### src/rtl/data_sync_rx_if.sv
// ---------------------------------------------------------------------------
// data_sync_rx_if
//   Handshake / data bundle between a toggle-request source domain, the
//   data_sync_rx receiver and its downstream consumer.
//
//   Signals
//     UNSYNC_REQ    source -> rx   toggle-encoded request (asynchronous)
//     UNSYNC_BUS    source -> rx   data word, stable until the matching ACK toggle
//     ACK           rx -> source   toggle-encoded acknowledge
//     SYNC_BUS      rx -> consumer captured word
//     DATA_VALID    rx -> consumer SYNC_BUS holds an unaccepted word
//     ENABLE_PULSE  rx -> consumer one-cycle strobe when a new word becomes valid
//     DATA_READY    consumer -> rx consumer accepts SYNC_BUS this cycle
//     ERR           rx -> consumer sticky protocol-violation flag
//     ERR_CLR       consumer -> rx clears ERR
//
//   Modports
//     master : the environment (source + consumer)
//     slave  : the receiver
// ---------------------------------------------------------------------------
interface data_sync_rx_if #(
   parameter int BUS_WIDTH = 8
);
   logic                 UNSYNC_REQ;
   logic [BUS_WIDTH-1:0] UNSYNC_BUS;
   logic [BUS_WIDTH-1:0] SYNC_BUS;
   logic                 DATA_VALID;
   logic                 DATA_READY;
   logic                 ENABLE_PULSE;
   logic                 ACK;
   logic                 ERR;
   logic                 ERR_CLR;

   modport master (
      output UNSYNC_REQ,
      output UNSYNC_BUS,
      output DATA_READY,
      output ERR_CLR,
      input  SYNC_BUS,
      input  DATA_VALID,
      input  ENABLE_PULSE,
      input  ACK,
      input  ERR
   );

   modport slave (
      input  UNSYNC_REQ,
      input  UNSYNC_BUS,
      input  DATA_READY,
      input  ERR_CLR,
      output SYNC_BUS,
      output DATA_VALID,
      output ENABLE_PULSE,
      output ACK,
      output ERR
   );
endinterface

### src/rtl/data_sync_rx.sv
// ---------------------------------------------------------------------------
// data_sync_rx
//   Receiving half of a toggle-handshake clock-domain crossing. The request
//   toggle is synchronised through NUM_STAGES flops (legal 2..4), edge
//   detected, and used to capture the (quasi-static) source word. The word is
//   then held with a valid/ready handshake towards the consumer; on acceptance
//   the ACK toggle is returned to the source domain.
//
//   Ports
//     CLK   destination-domain clock, rising edge
//     RST   synchronous, active-low reset
//     bus   data_sync_rx_if.slave (see interface file for signal list);
//           the interface BUS_WIDTH must equal this module's BUS_WIDTH
//
//   Latency: a request toggle first sampled at edge k yields DATA_VALID,
//   ENABLE_PULSE and SYNC_BUS at edge k+NUM_STAGES.
// ---------------------------------------------------------------------------
module data_sync_rx #(
   parameter int NUM_STAGES = 2,
   parameter int BUS_WIDTH  = 8
) (
   input  logic           CLK,
   input  logic           RST,
   data_sync_rx_if.slave  bus
);

   typedef enum logic {
      IDLE = 1'b0,
      HOLD = 1'b1
   } state_t;

   logic [NUM_STAGES-1:0] sync_reg;
   logic [NUM_STAGES-1:0] sync_next;
   logic                  req_sync;
   logic                  req_prev_reg;
   logic                  req_edge;

   state_t                state_reg;
   logic [BUS_WIDTH-1:0]  sync_bus_reg;
   logic                  data_valid_reg;
   logic                  enable_pulse_reg;
   logic                  ack_reg;
   logic                  err_reg;

   // Synchroniser chain: stage 0 samples the asynchronous request, every
   // following stage re-samples its predecessor.
   generate
      for (genvar gi = 0; gi < NUM_STAGES; gi++) begin : g_sync
         if (gi == 0) begin : g_first
            assign sync_next[gi] = bus.UNSYNC_REQ;
         end else begin : g_chain
            assign sync_next[gi] = sync_reg[gi-1];
         end
      end
   endgenerate

   always_ff @(posedge CLK) begin
      if (!RST) begin
         sync_reg <= '0;
      end else begin
         sync_reg <= sync_next;
      end
   end

   assign req_sync = sync_reg[NUM_STAGES-1];
   // Both req_sync and req_prev reset to 0, so no edge is seen after reset
   // while the (also reset) source holds UNSYNC_REQ at 0.
   assign req_edge = req_sync ^ req_prev_reg;

   // Control FSM with all outputs registered.
   always_ff @(posedge CLK) begin
      if (!RST) begin
         req_prev_reg     <= 1'b0;
         state_reg        <= IDLE;
         sync_bus_reg     <= '0;
         data_valid_reg   <= 1'b0;
         enable_pulse_reg <= 1'b0;
         ack_reg          <= 1'b0;
         err_reg          <= 1'b0;
      end else begin
         req_prev_reg     <= req_sync;
         enable_pulse_reg <= 1'b0;

         // A request arriving while a word is still held is a protocol
         // violation: flag it and drop the request. Setting beats clearing.
         if (state_reg == HOLD && req_edge) begin
            err_reg <= 1'b1;
         end else if (bus.ERR_CLR) begin
            err_reg <= 1'b0;
         end

         case (state_reg)
            IDLE: begin
               if (req_edge) begin
                  sync_bus_reg     <= bus.UNSYNC_BUS;
                  data_valid_reg   <= 1'b1;
                  enable_pulse_reg <= 1'b1;
                  state_reg        <= HOLD;
               end
            end
            HOLD: begin
               // SYNC_BUS is intentionally left at the accepted word.
               if (bus.DATA_READY) begin
                  data_valid_reg <= 1'b0;
                  ack_reg        <= ~ack_reg;
                  state_reg      <= IDLE;
               end
            end
            default: begin
               state_reg <= IDLE;
            end
         endcase
      end
   end

   assign bus.SYNC_BUS     = sync_bus_reg;
   assign bus.DATA_VALID   = data_valid_reg;
   assign bus.ENABLE_PULSE = enable_pulse_reg;
   assign bus.ACK          = ack_reg;
   assign bus.ERR          = err_reg;

endmodule
### src/flat_wrapper.sv
// flat-port wrapper written by rule: the top's interface ports become plain ports
module data_sync_rx_flat 
#(
   parameter int NUM_STAGES = 2,
   parameter int BUS_WIDTH  = 8
)
  (CLK, RST, bus_UNSYNC_REQ, bus_UNSYNC_BUS, bus_DATA_READY, bus_ERR_CLR, bus_SYNC_BUS, bus_DATA_VALID, bus_ENABLE_PULSE, bus_ACK, bus_ERR);
  data_sync_rx_if #(.BUS_WIDTH(BUS_WIDTH)) bus_i ();
  input  logic CLK;
  input  logic RST;
  input wire logic [$bits(bus_i.UNSYNC_REQ)-1:0] bus_UNSYNC_REQ;
  input wire logic [$bits(bus_i.UNSYNC_BUS)-1:0] bus_UNSYNC_BUS;
  input wire logic [$bits(bus_i.DATA_READY)-1:0] bus_DATA_READY;
  input wire logic [$bits(bus_i.ERR_CLR)-1:0] bus_ERR_CLR;
  output wire logic [$bits(bus_i.SYNC_BUS)-1:0] bus_SYNC_BUS;
  output wire logic [$bits(bus_i.DATA_VALID)-1:0] bus_DATA_VALID;
  output wire logic [$bits(bus_i.ENABLE_PULSE)-1:0] bus_ENABLE_PULSE;
  output wire logic [$bits(bus_i.ACK)-1:0] bus_ACK;
  output wire logic [$bits(bus_i.ERR)-1:0] bus_ERR;
  assign bus_i.UNSYNC_REQ = bus_UNSYNC_REQ;
  assign bus_i.UNSYNC_BUS = bus_UNSYNC_BUS;
  assign bus_i.DATA_READY = bus_DATA_READY;
  assign bus_i.ERR_CLR = bus_ERR_CLR;
  assign bus_SYNC_BUS = bus_i.SYNC_BUS;
  assign bus_DATA_VALID = bus_i.DATA_VALID;
  assign bus_ENABLE_PULSE = bus_i.ENABLE_PULSE;
  assign bus_ACK = bus_i.ACK;
  assign bus_ERR = bus_i.ERR;
  data_sync_rx #(.NUM_STAGES(NUM_STAGES), .BUS_WIDTH(BUS_WIDTH)) u_core (.CLK(CLK), .RST(RST), .bus(bus_i));
endmodule
### config.mk
export PLATFORM = sky130hd
export DESIGN_NAME = data_sync_rx_flat
export DESIGN_NICKNAME = d
export VERILOG_FILES = /design/src/rtl/data_sync_rx_if.sv /design/src/rtl/data_sync_rx.sv /design/src/flat_wrapper.sv
export SDC_FILE = /design/constraint.sdc
export NUM_CORES = 1
export LEC_CHECK = 0
export BUFFER_PORTS_ARGS = -buffer_cell sky130_fd_sc_hd__buf_2
export CAP_MARGIN = 30
export CORE_AREA = 2 2 39 41
export DETAILED_ROUTE_END_ITERATION = 7
export DIE_AREA = 0 0 41 43
export PLACE_DENSITY = 0.75
export SETUP_SLACK_MARGIN = 0.4
export SLEW_MARGIN = 0
export SYNTH_ARGS = -nofsm -noshare
export SYNTH_HDL_FRONTEND = slang
export SYNTH_SLANG_ARGS = --single-unit
### constraint.sdc
create_clock -name CLK -period 2.7 [get_ports CLK]
set_clock_uncertainty 0.05 [all_clocks]
set_input_delay 0.27 -clock CLK [delete_from_list [all_inputs] [get_ports CLK]]
set_output_delay 0.27 -clock CLK [all_outputs]
set_load 0.05 [all_outputs]
==> results of run 1 <==
[worst reg2reg max path: stages, from the launching register on]
cell	delay, ns
dfxtp_1	0.35
xor2_1	0.23
nor2b_4	0.39
mux2i_1	0.22
[cells in the mapped netlist, drive strengths merged]
| cell | count |
|---|---|
| mux2i | 8 |
| buf | 1 |
| and2 | 6 |
| xor2 | 1 |
| o211a | 1 |
| xnor2 | 1 |
| dfxtp | 16 |
| nand2 | 17 |
| clkbuf | 2 |
| a21oi | 1 |
| o21a | 1 |
| nor2b | 3 |
[worst min path at each step]
stage	start	end	slack, ns	cells after the start
after global routing	bus_UNSYNC_REQ	u_core.sync_reg[0]	0.14	2
after floorplan	bus_UNSYNC_REQ	u_core.sync_reg[0]	0.35	1
after CTS	bus_UNSYNC_REQ	u_core.sync_reg[0]	0.14	2
after global placement	u_core.bus.SYNC_BUS[0]	u_core.bus.SYNC_BUS[0]	0.39	2
after detailed placement	u_core.sync_reg[0]	u_core.sync_reg[1]	0.38	1
final	bus_UNSYNC_REQ	u_core.sync_reg[0]	0.14	2
[layer usage]
metal	share of wire, %	global-route usage [%]	vias to the layer above
li1	-	-	236
met1	47	18.4	178
met2	43	15.9	17
met3	9.5	3.14	0
met4	0	8.00	0
met5	0	0	-
[power by group]
group | total (uW) | switching [uW] | internal (uW)
Sequential | 254 | 6.15 | 248
Combinational | 76.2 | 50.6 | 25.5
Clock | 152 | 69.8 | 81.9
[cells by family after synthesis]
family          after synthesis
compound gates                3
xor+xnor                      2
buf+inv                       3
flops                        16
mux                           8
simple gates                 26
[stage by stage]
stage	worst slack [ns]	utilization (%)
2_1_floorplan	1.58	-
4_1_cts	1.38	53.8
3_5_place_dp	1.40	51.2
3_3_place_gp	1.45	51.2
5_1_grt	1.21	53.8
6_report	1.40	53.8
[area by class of cell]
| cell class | count | share of cell area (%) |
|---|---|---|
| flip-flops and latches | 16 | 43.0 |
| multi-input cells | 39 | 33.3 |
| repair buffers | 24 | 16.1 |
| clock buffers | 4 | 4.87 |
| well taps | 16 | 2.69 |
==> reports/summary.json, run 1 <==
{
  "finish": {
    "area_delta_synth_final_pct": 25.0,
    "finish.net_count": 97,
    "layout_common_cells": "buf_2, nand2_1, dfxtp_1, mux2i_1, and2_1",
    "drive_above_1_share_pct": 34.9,
    "layout.cell_area.non_filler_um2": 744,
    "regArea_um2": 320,
    "fillers": 130,
    "most_common_cell_after_layout_fill_and_taps_aside": "buf_2",
    "num_antenna_cells": 0,
    "area_of_combinational_cells_with_multiple_inputs_um2": 248,
    "post_layout_nonfiller_instances": 99,
    "largest_reg_flops": 8
  },
  "worst_setup_path": {
    "critPathKind": "flop to flop",
    "timing.reg2reg.setup_slack_ns": 1.40,
    "critical_path.reg2reg.startpoint": "u_core.sync_reg[1]",
    "crit_path_end_kind": "flop",
    "critPathRequiredTime_ns": 2.86,
    "reg2reg_to": "u_core.bus.SYNC_BUS[0]",
    "critical_path_depth": 3,
    "worst-path-buf-inv": 0,
    "reg2reg_depth": 3,
    "timing.critical_path.max_delay_family": "simple AND/OR/NAND/NOR gates",
    "critPathArrivalTime_ns": 1.46,
    "critical_path.max_fanout": 10,
    "cp-startpoint": "u_core.sync_reg[1]",
    "timing.critical_path.slowest_stage_cell": "nor2b_4",
    "crit_end": "u_core.bus.SYNC_BUS[0]",
    "critPathLaunchType": "flop",
    "path_cells": "xor2_1, nor2b_4, mux2i_1",
    "critical-path-max-stage-delay_ns": 0.38
  },
  "sta": {
    "final_hold_viol_count": 0,
    "drv_slew": 0,
    "setup-tns-final_ns": 0,
    "tightestPinTransition_ns": 0.334,
    "unrepaired_setup_endpoints_after_global_routing": "no",
    "slew_headroom_pct": 77.7,
    "timing.hold.ws_ns": 0.144,
    "achievable-frequency_ghz": 0.769,
    "finalCritPeriodShare_pct": 48.2,
    "setup_violations": 0,
    "final_critical_period_ns": 1.30
  },
  "logic_synthesis": {
    "netlist.area_leader.share_pct": 53.8,
    "syn-instance-count": 58,
    "yosysWarnings": 0,
    "main_combinational_cell_family_by_area_after_synthesis": "simple AND/OR/NAND/NOR gates",
    "synth.area.mux_share_pct": 13.4,
    "yosys-top-cells-area": "dfxtp_1, mux2i_1, nand2_1",
    "post_synth_instance_area_um2": 596,
    "synth_adder_area_share_pct": 0,
    "yosys.area_share.simple_pct": 21.4,
    "post_synth.cell_area_avg_um2": 10.3,
    "synth_xor_area_share_pct": 2.94,
    "synth.lib_cells_used.distinct": 13,
    "synth_seq_cells": 16,
    "post-synth-top-area-cell": "dfxtp_1",
    "syn_nets": 71,
    "synth_compound_area_share_pct": 3.78,
    "synth.yosys.seq_area_share_pct": 53.8
  },
  "floorplan": {
    "core.rowCount": 14,
    "core-area_um2": 1380,
    "die_area_um2": 1760,
    "initial_utilization_pct": 43.0,
    "chipHeight_um": 43,
    "die_width_um": 41,
    "ios": 25
  },
  "place": {
    "gp_congestion": 0.634,
    "port_buffers": 24,
    "place_area_um2": 708,
    "place.detailed.instances": 95,
    "post-dp-hpwl_um": 644
  },
  "clocking": {
    "cts_tree": "done",
    "clk_latency_ns": 0.28,
    "post_cts_repair_timing_setup_buffer_count": 0,
    "clk_path_buf_depth": 2,
    "tritoncts.num_buffers": 3,
    "cts_repair_resize_count": 0,
    "cts_sinks": 16,
    "post_cts_hold_buffer_count": 0,
    "cts.reportedPaths.clkPinSlew_ns": 0.09,
    "ctsHtreeMaxLevel": 1,
    "clock_tree.root_cell": "clkbuf_4"
  },
  "grt": {
    "grt_pass1_vias": 377,
    "grt_antenna_before_repair": 0,
    "grt-ovfl-total": 0,
    "grtUsageTotal_pct": 12.6,
    "grt_first_pass_wirelength_um": 1520,
    "grt_start_max_net_pins": 25
  },
  "status": {
    "status": "complete, no violations"
  },
  "drt": {
    "detail-route-antenna-nets": 0,
    "drtPass1Iterations": 2,
    "num_vias": 431,
    "drt-wirelength-per-cell_um": 8.79,
    "drt_wl_total_um": 870,
    "vias_per_cell": 4.35,
    "drt-initial-drc-count": 1,
    "remaining_drc_errors": 0
  },
  "run": {
    "cap_violations": 0
  },
  "pwr": {
    "static-leakage-power_uw": 0.000367,
    "power.density_nw_per_um2": 647,
    "power.ir.vdd_worst_v": 0.000334,
    "total_power_uw": 482
  },
  "hold_path": {
    "hp-class": "input port to flop"
  }
}
(Power assumes the default switching activity.)
==> run 2: changes to the inputs <==
--- a/config.mk
+++ b/config.mk
@@ -5,12 +5,13 @@
 export SDC_FILE = /design/constraint.sdc
 export NUM_CORES = 1
 export LEC_CHECK = 0
+export ABC_AREA = 1
 export BUFFER_PORTS_ARGS = -buffer_cell sky130_fd_sc_hd__buf_2
 export CAP_MARGIN = 30
-export CORE_AREA = 2 2 39 41
+export CORE_MARGIN = 2
+export CORE_UTILIZATION = 47
 export DETAILED_ROUTE_END_ITERATION = 7
-export DIE_AREA = 0 0 41 43
-export PLACE_DENSITY = 0.75
+export PLACE_DENSITY = 0.76
 export SETUP_SLACK_MARGIN = 0.4
 export SLEW_MARGIN = 0
 export SYNTH_ARGS = -nofsm -noshare
==> constraint.sdc (replaced) <==
create_clock -name CLK -period 1.2 [get_ports CLK]
set_clock_uncertainty 0.05 [all_clocks]
set_input_delay 0.12 -clock CLK [delete_from_list [all_inputs] [get_ports CLK]]
set_output_delay 0.12 -clock CLK [all_outputs]
set_load 0.05 [all_outputs]
==> run 2 against run 1 <==
Against the previous run: worst hold slack worse by 0.12 ns; cell count grew 53%; sequential power rose by 130%; critical endpoint is now u_core.bus.SYNC_BUS[1]; highest routed layer is now met4.
==> reports/summary.json, run 2 <==
{
  "grt": {
    "grt_first_pass_wirelength": {"value": 2390, "unit": "um", "change": "+57%"},
    "grt-ovfl-total": {"value": 0, "change": "unchanged"},
    "grt_pass1_vias": {"value": 594, "change": "+58%"},
    "grtUsageTotal": {"value": 17.1, "unit": "%", "change": "+4.5 points"},
    "grt_start_max_net_pins": {"value": 15, "change": "-40%"},
    "grt_antenna_before_repair": {"value": 0, "change": "unchanged"}
  },
  "logic_synthesis": {
    "post-synth-top-area-cell": "dfxtp_1",
    "post_synth_instance_area": {"value": 732, "unit": "um^2", "change": "+23%"},
    "yosysMostFrequentCell": "inv_1",
    "syn-instance-count": {"value": 103, "change": "+78%"},
    "synth_adder_area_share": {"value": 0, "unit": "%", "change": "unchanged"},
    "synth_xor_area_share": {"value": 1.20, "unit": "%", "change": "-1.7 points"},
    "synth_top_flop_cell": "dfxtp_1",
    "postSynth.asyncResetShare": {"value": 0, "unit": "%", "change": "unchanged"},
    "main_combinational_cell_family_by_area_after_synthesis": "simple AND/OR/NAND/NOR gates",
    "yosys-top-cells-area": "dfxtp_1, inv_1, nand2_1",
    "synth.lib_cells_used.distinct": {"value": 17, "change": "+4"},
    "synth.top_cells.by_count": "inv_1, nand2_1, dfxtp_1",
    "synth_enable_flop_cells": {"value": 0, "change": "unchanged"},
    "synth.yosys.seq_area_share": {"value": 43.8, "unit": "%", "change": "-10 points"},
    "synth_seq_cells": {"value": 16, "change": "unchanged"},
    "yosysWarnings": {"value": 0, "change": "unchanged"},
    "synth.area.mux_share": {"value": 0, "unit": "%", "change": "-13 points"},
    "yosys.area_share.simple": {"value": 31.1, "unit": "%", "change": "+9.7 points"},
    "syn_nets": {"value": 116, "change": "+63%"},
    "post_synth.cell_area_avg": {"value": 7.11, "unit": "um^2", "change": "-31%"},
    "netlist.area_leader.share": {"value": 43.8, "unit": "%", "change": "-10 points"},
    "synth_compound_area_share": {"value": 1.88, "unit": "%", "change": "-1.9 points"}
  },
  "drt": {
    "vias_per_cell": {"value": 4.56, "change": "+4.8%"},
    "drt-initial-drc-count": {"value": 16, "change": "+15"},
    "drt_wl_total": {"value": 1540, "unit": "um", "change": "+77%"},
    "detail-route-antenna-nets": {"value": 0, "change": "unchanged"},
    "drtPass1Iterations": {"value": 4, "change": "+2"},
    "drt-wirelength-per-cell": {"value": 10.2, "unit": "um", "change": "+16%"},
    "num_vias": {"value": 689, "change": "+60%"},
    "remaining_drc_errors": {"value": 0, "change": "unchanged"}
  },
  "place": {
    "place_area": {"value": 861, "unit": "um^2", "change": "+22%"},
    "post-dp-hpwl": {"value": 893, "unit": "um", "change": "+39%"},
    "worst_slack_at_placement": {"value": 0.175, "unit": "ns", "change": "-1.22 ns"},
    "gp_congestion": {"value": 0.673, "change": "+6.2%"},
    "port_buffers": {"value": 24, "change": "unchanged"}
  },
  "status": {
    "status": "complete, no violations"
  },
  "finish": {
    "largest_reg_flops": {"value": 8, "change": "unchanged"},
    "layout_common_cells": "inv_1, nand2_1, buf_2, dfxtp_2, buf_6",
    "most_common_cell_after_layout_fill_and_taps_aside": "inv_1",
    "area_delta_synth_final_pct": 55.6,
    "layout.cell_area.non_filler": {"value": 1140, "unit": "um^2", "change": "+53%"},
    "finish.net_count": {"value": 149, "change": "+54%"},
    "drive_above_1_share": {"value": 52.6, "unit": "%", "change": "+18 points"},
    "num_antenna_cells": {"value": 0, "change": "unchanged"}
  },
  "clocking": {
    "cts.reportedPaths.clkPinSlew": {"value": 0.10, "unit": "ns", "change": "about the same"},
    "clk_latency": {"value": 0.29, "unit": "ns", "change": "about the same"},
    "cts_tree": "done",
    "cts_sinks": {"value": 16, "change": "unchanged"},
    "tritoncts.num_buffers": {"value": 3, "change": "unchanged"},
    "ctsHtreeMaxLevel": {"value": 1, "change": "unchanged"},
    "clk_path_buf_depth": {"value": 2, "change": "unchanged"},
    "clock_tree.root_cell": "clkbuf_4"
  },
  "worst_setup_path": {
    "reg2reg_to": "u_core.bus.SYNC_BUS[1]",
    "worst-path-buf-inv": {"value": 2, "change": "+2"},
    "critical_path.reg2reg.startpoint": "u_core.req_prev_reg",
    "critPathRequiredTime": {"value": 1.38, "unit": "ns", "change": "-1.48 ns"},
    "critPathLaunchType": "flop",
    "critPathArrivalTime": {"value": 1.16, "unit": "ns", "change": "-0.30 ns"},
    "path_cells": "inv_6, nand2_8, nand3_4, nand2_1, inv_1, nor2_1",
    "critPathKind": "flop to flop",
    "critical_path.max_fanout": {"value": 6, "change": "-4"},
    "crit_path_end_kind": "flop",
    "critical-path-max-stage-delay": {"value": 0.41, "unit": "ns", "change": "+0.03 ns"},
    "reg2reg_depth": {"value": 6, "change": "+3"},
    "timing.reg2reg.setup_slack": {"value": 0.21, "unit": "ns", "change": "-1.19 ns"},
    "timing.critical_path.max_delay_family": "flip-flops",
    "timing.critical_path.slowest_stage_cell": "dfxtp_4"
  },
  "sta": {
    "tightestPinTransition": {"value": 0.236, "unit": "ns", "change": "-0.0978 ns"},
    "final_critical_period": {"value": 0.987, "unit": "ns", "change": "-0.315 ns"},
    "finalCritPeriodShare": {"value": 82.2, "unit": "%", "change": "+34 points"},
    "setup-tns-final": {"value": 0, "unit": "ns", "change": "unchanged"},
    "unrepaired_setup_endpoints_after_global_routing": "yes",
    "slew_headroom": {"value": 84.2, "unit": "%", "change": "+6.5 points"},
    "final_hold_viol_count": {"value": 0, "change": "unchanged"},
    "setup_violations": {"value": 0, "change": "unchanged"},
    "timing.final.ws_setup": {"value": 0.213, "unit": "ns", "change": "-1.19 ns"},
    "achievable-frequency": {"value": 1.01, "unit": "GHz", "change": "+32%"},
    "drv_slew": {"value": 0, "change": "unchanged"}
  },
  "floorplan": {
    "initial_utilization": {"value": 49.2, "unit": "%", "change": "+6.1 points"},
    "chipHeight": {"value": 43.5, "unit": "um", "change": "+1.1%"},
    "core.rowCount": {"value": 14, "change": "unchanged"},
    "core-area": {"value": 1490, "unit": "um^2", "change": "+7.6%"},
    "die_area": {"value": 1890, "unit": "um^2", "change": "+7.2%"},
    "die_width": {"value": 43.5, "unit": "um", "change": "+6.0%"},
    "ios": {"value": 25, "change": "unchanged"}
  },
  "pwr": {
    "power.ir.vdd_worst": {"value": 0.000928, "unit": "V", "change": "+180%"},
    "static-leakage-power": {"value": 0.000602, "unit": "uW", "change": "+64%"},
    "power.density": {"value": 1140, "unit": "nW/um^2", "change": "+76%"}
  },
  "hold_path": {
    "min_delay_worst_endpoint": "u_core.bus.ERR",
    "hp-class": "input port to flop",
    "hold_start": "bus_ERR_CLR",
    "timing.hold.worst_path_depth": {"value": 4, "change": "+2"}
  },
  "run": {
    "cap_violations": {"value": 0, "change": "unchanged"}
  }
}
-- run 2: cell count changes after synthesis, moves of 6 or more --
cell     delta
nand2_1     +7
and2_1      -6
inv_1      +32
nor2_1      +8
nand4_1     +8
mux2i_1     -8
-- run 2: metal layers --
metal  vias to the layer above  track usage [%]  wire length [um]
met5                         -                0                 0
li1                        361                -                 -
met3                         5             2.92                70
met1                       304             19.9               677
met4                         0             10.9                40
met2                        19             29.0               755
-- run 2: worst reg2reg max path, stage by stage (launching register included) --
cell and delay [ns]:
dfxtp_4 0.41, inv_6 0.06, nand2_8 0.09, nand3_4 0.11, nand2_1 0.09, inv_1 0.04
nor2_1 0.08
-- run 2: worst max-delay path by stage --
stage	cells past startpoint	start	end	slack, ns
floorplan	6	u_core.sync_reg[1]	u_core.bus.SYNC_BUS[4]	0.33
global placement	5	u_core.sync_reg[1]	u_core.bus.SYNC_BUS[4]	0.22
detailed placement	5	u_core.sync_reg[1]	u_core.bus.SYNC_BUS[1]	0.17
CTS	1	u_core.bus.ACK	bus_ACK	0.24
global route	6	u_core.req_prev_reg	u_core.bus.SYNC_BUS[3]	0.17
finish	6	u_core.req_prev_reg	u_core.bus.SYNC_BUS[1]	0.21
-- run 2: per-stage QoR --
step / std cells / hold slack, ns / util, % / total power (uW)
2_1_floorplan: 103 / 0.168 / - / 794
3_3_place_gp: 140 / 0.254 / 57.8 / 840
3_5_place_dp: 140 / 0.259 / 57.8 / 845
4_1_cts: 149 / 0.0251 / 71.1 / 1260
5_1_grt: 151 / 0.0663 / 76.5 / 1340
6_report: 151 / 0.0225 / 76.5 / 1290
-- run 2: logic make-up after synthesis --
family / Yosys count
flip-flops: 16
AO/OA/AOI/OAI: 2
AND/OR/NAND/NOR: 47
XOR/XNOR: 1
buffers and inverters: 37
-- run 2: area by class of cell --
cell class | instances | area (um^2)
inverter | 34 | 140
fill | 123 | 350
timing repair buffer | 29 | 258
clock buffer | 4 | 36.3
multi-input combinational | 52 | 338
sequential | 16 | 347
tap | 16 | 20.0
-- run 2: power by group --
group | switching [uW] | internal (uW) | total (uW) | leakage [uW]
Clock | 181 | 185 | 366 | 0.0000210
Sequential | 29.1 | 565 | 594 | 0.000138
Combinational | 202 | 133 | 335 | 0.000443
-- run 2: repair_timing --
item	CTS	global route
endpoints found under the setup margin	25	25
resized for setup	36	20
setup buffers	2	2
hold endpoints to repair	1	0
pin swaps	18	10
cloned	2	0
hold buffers	1	0
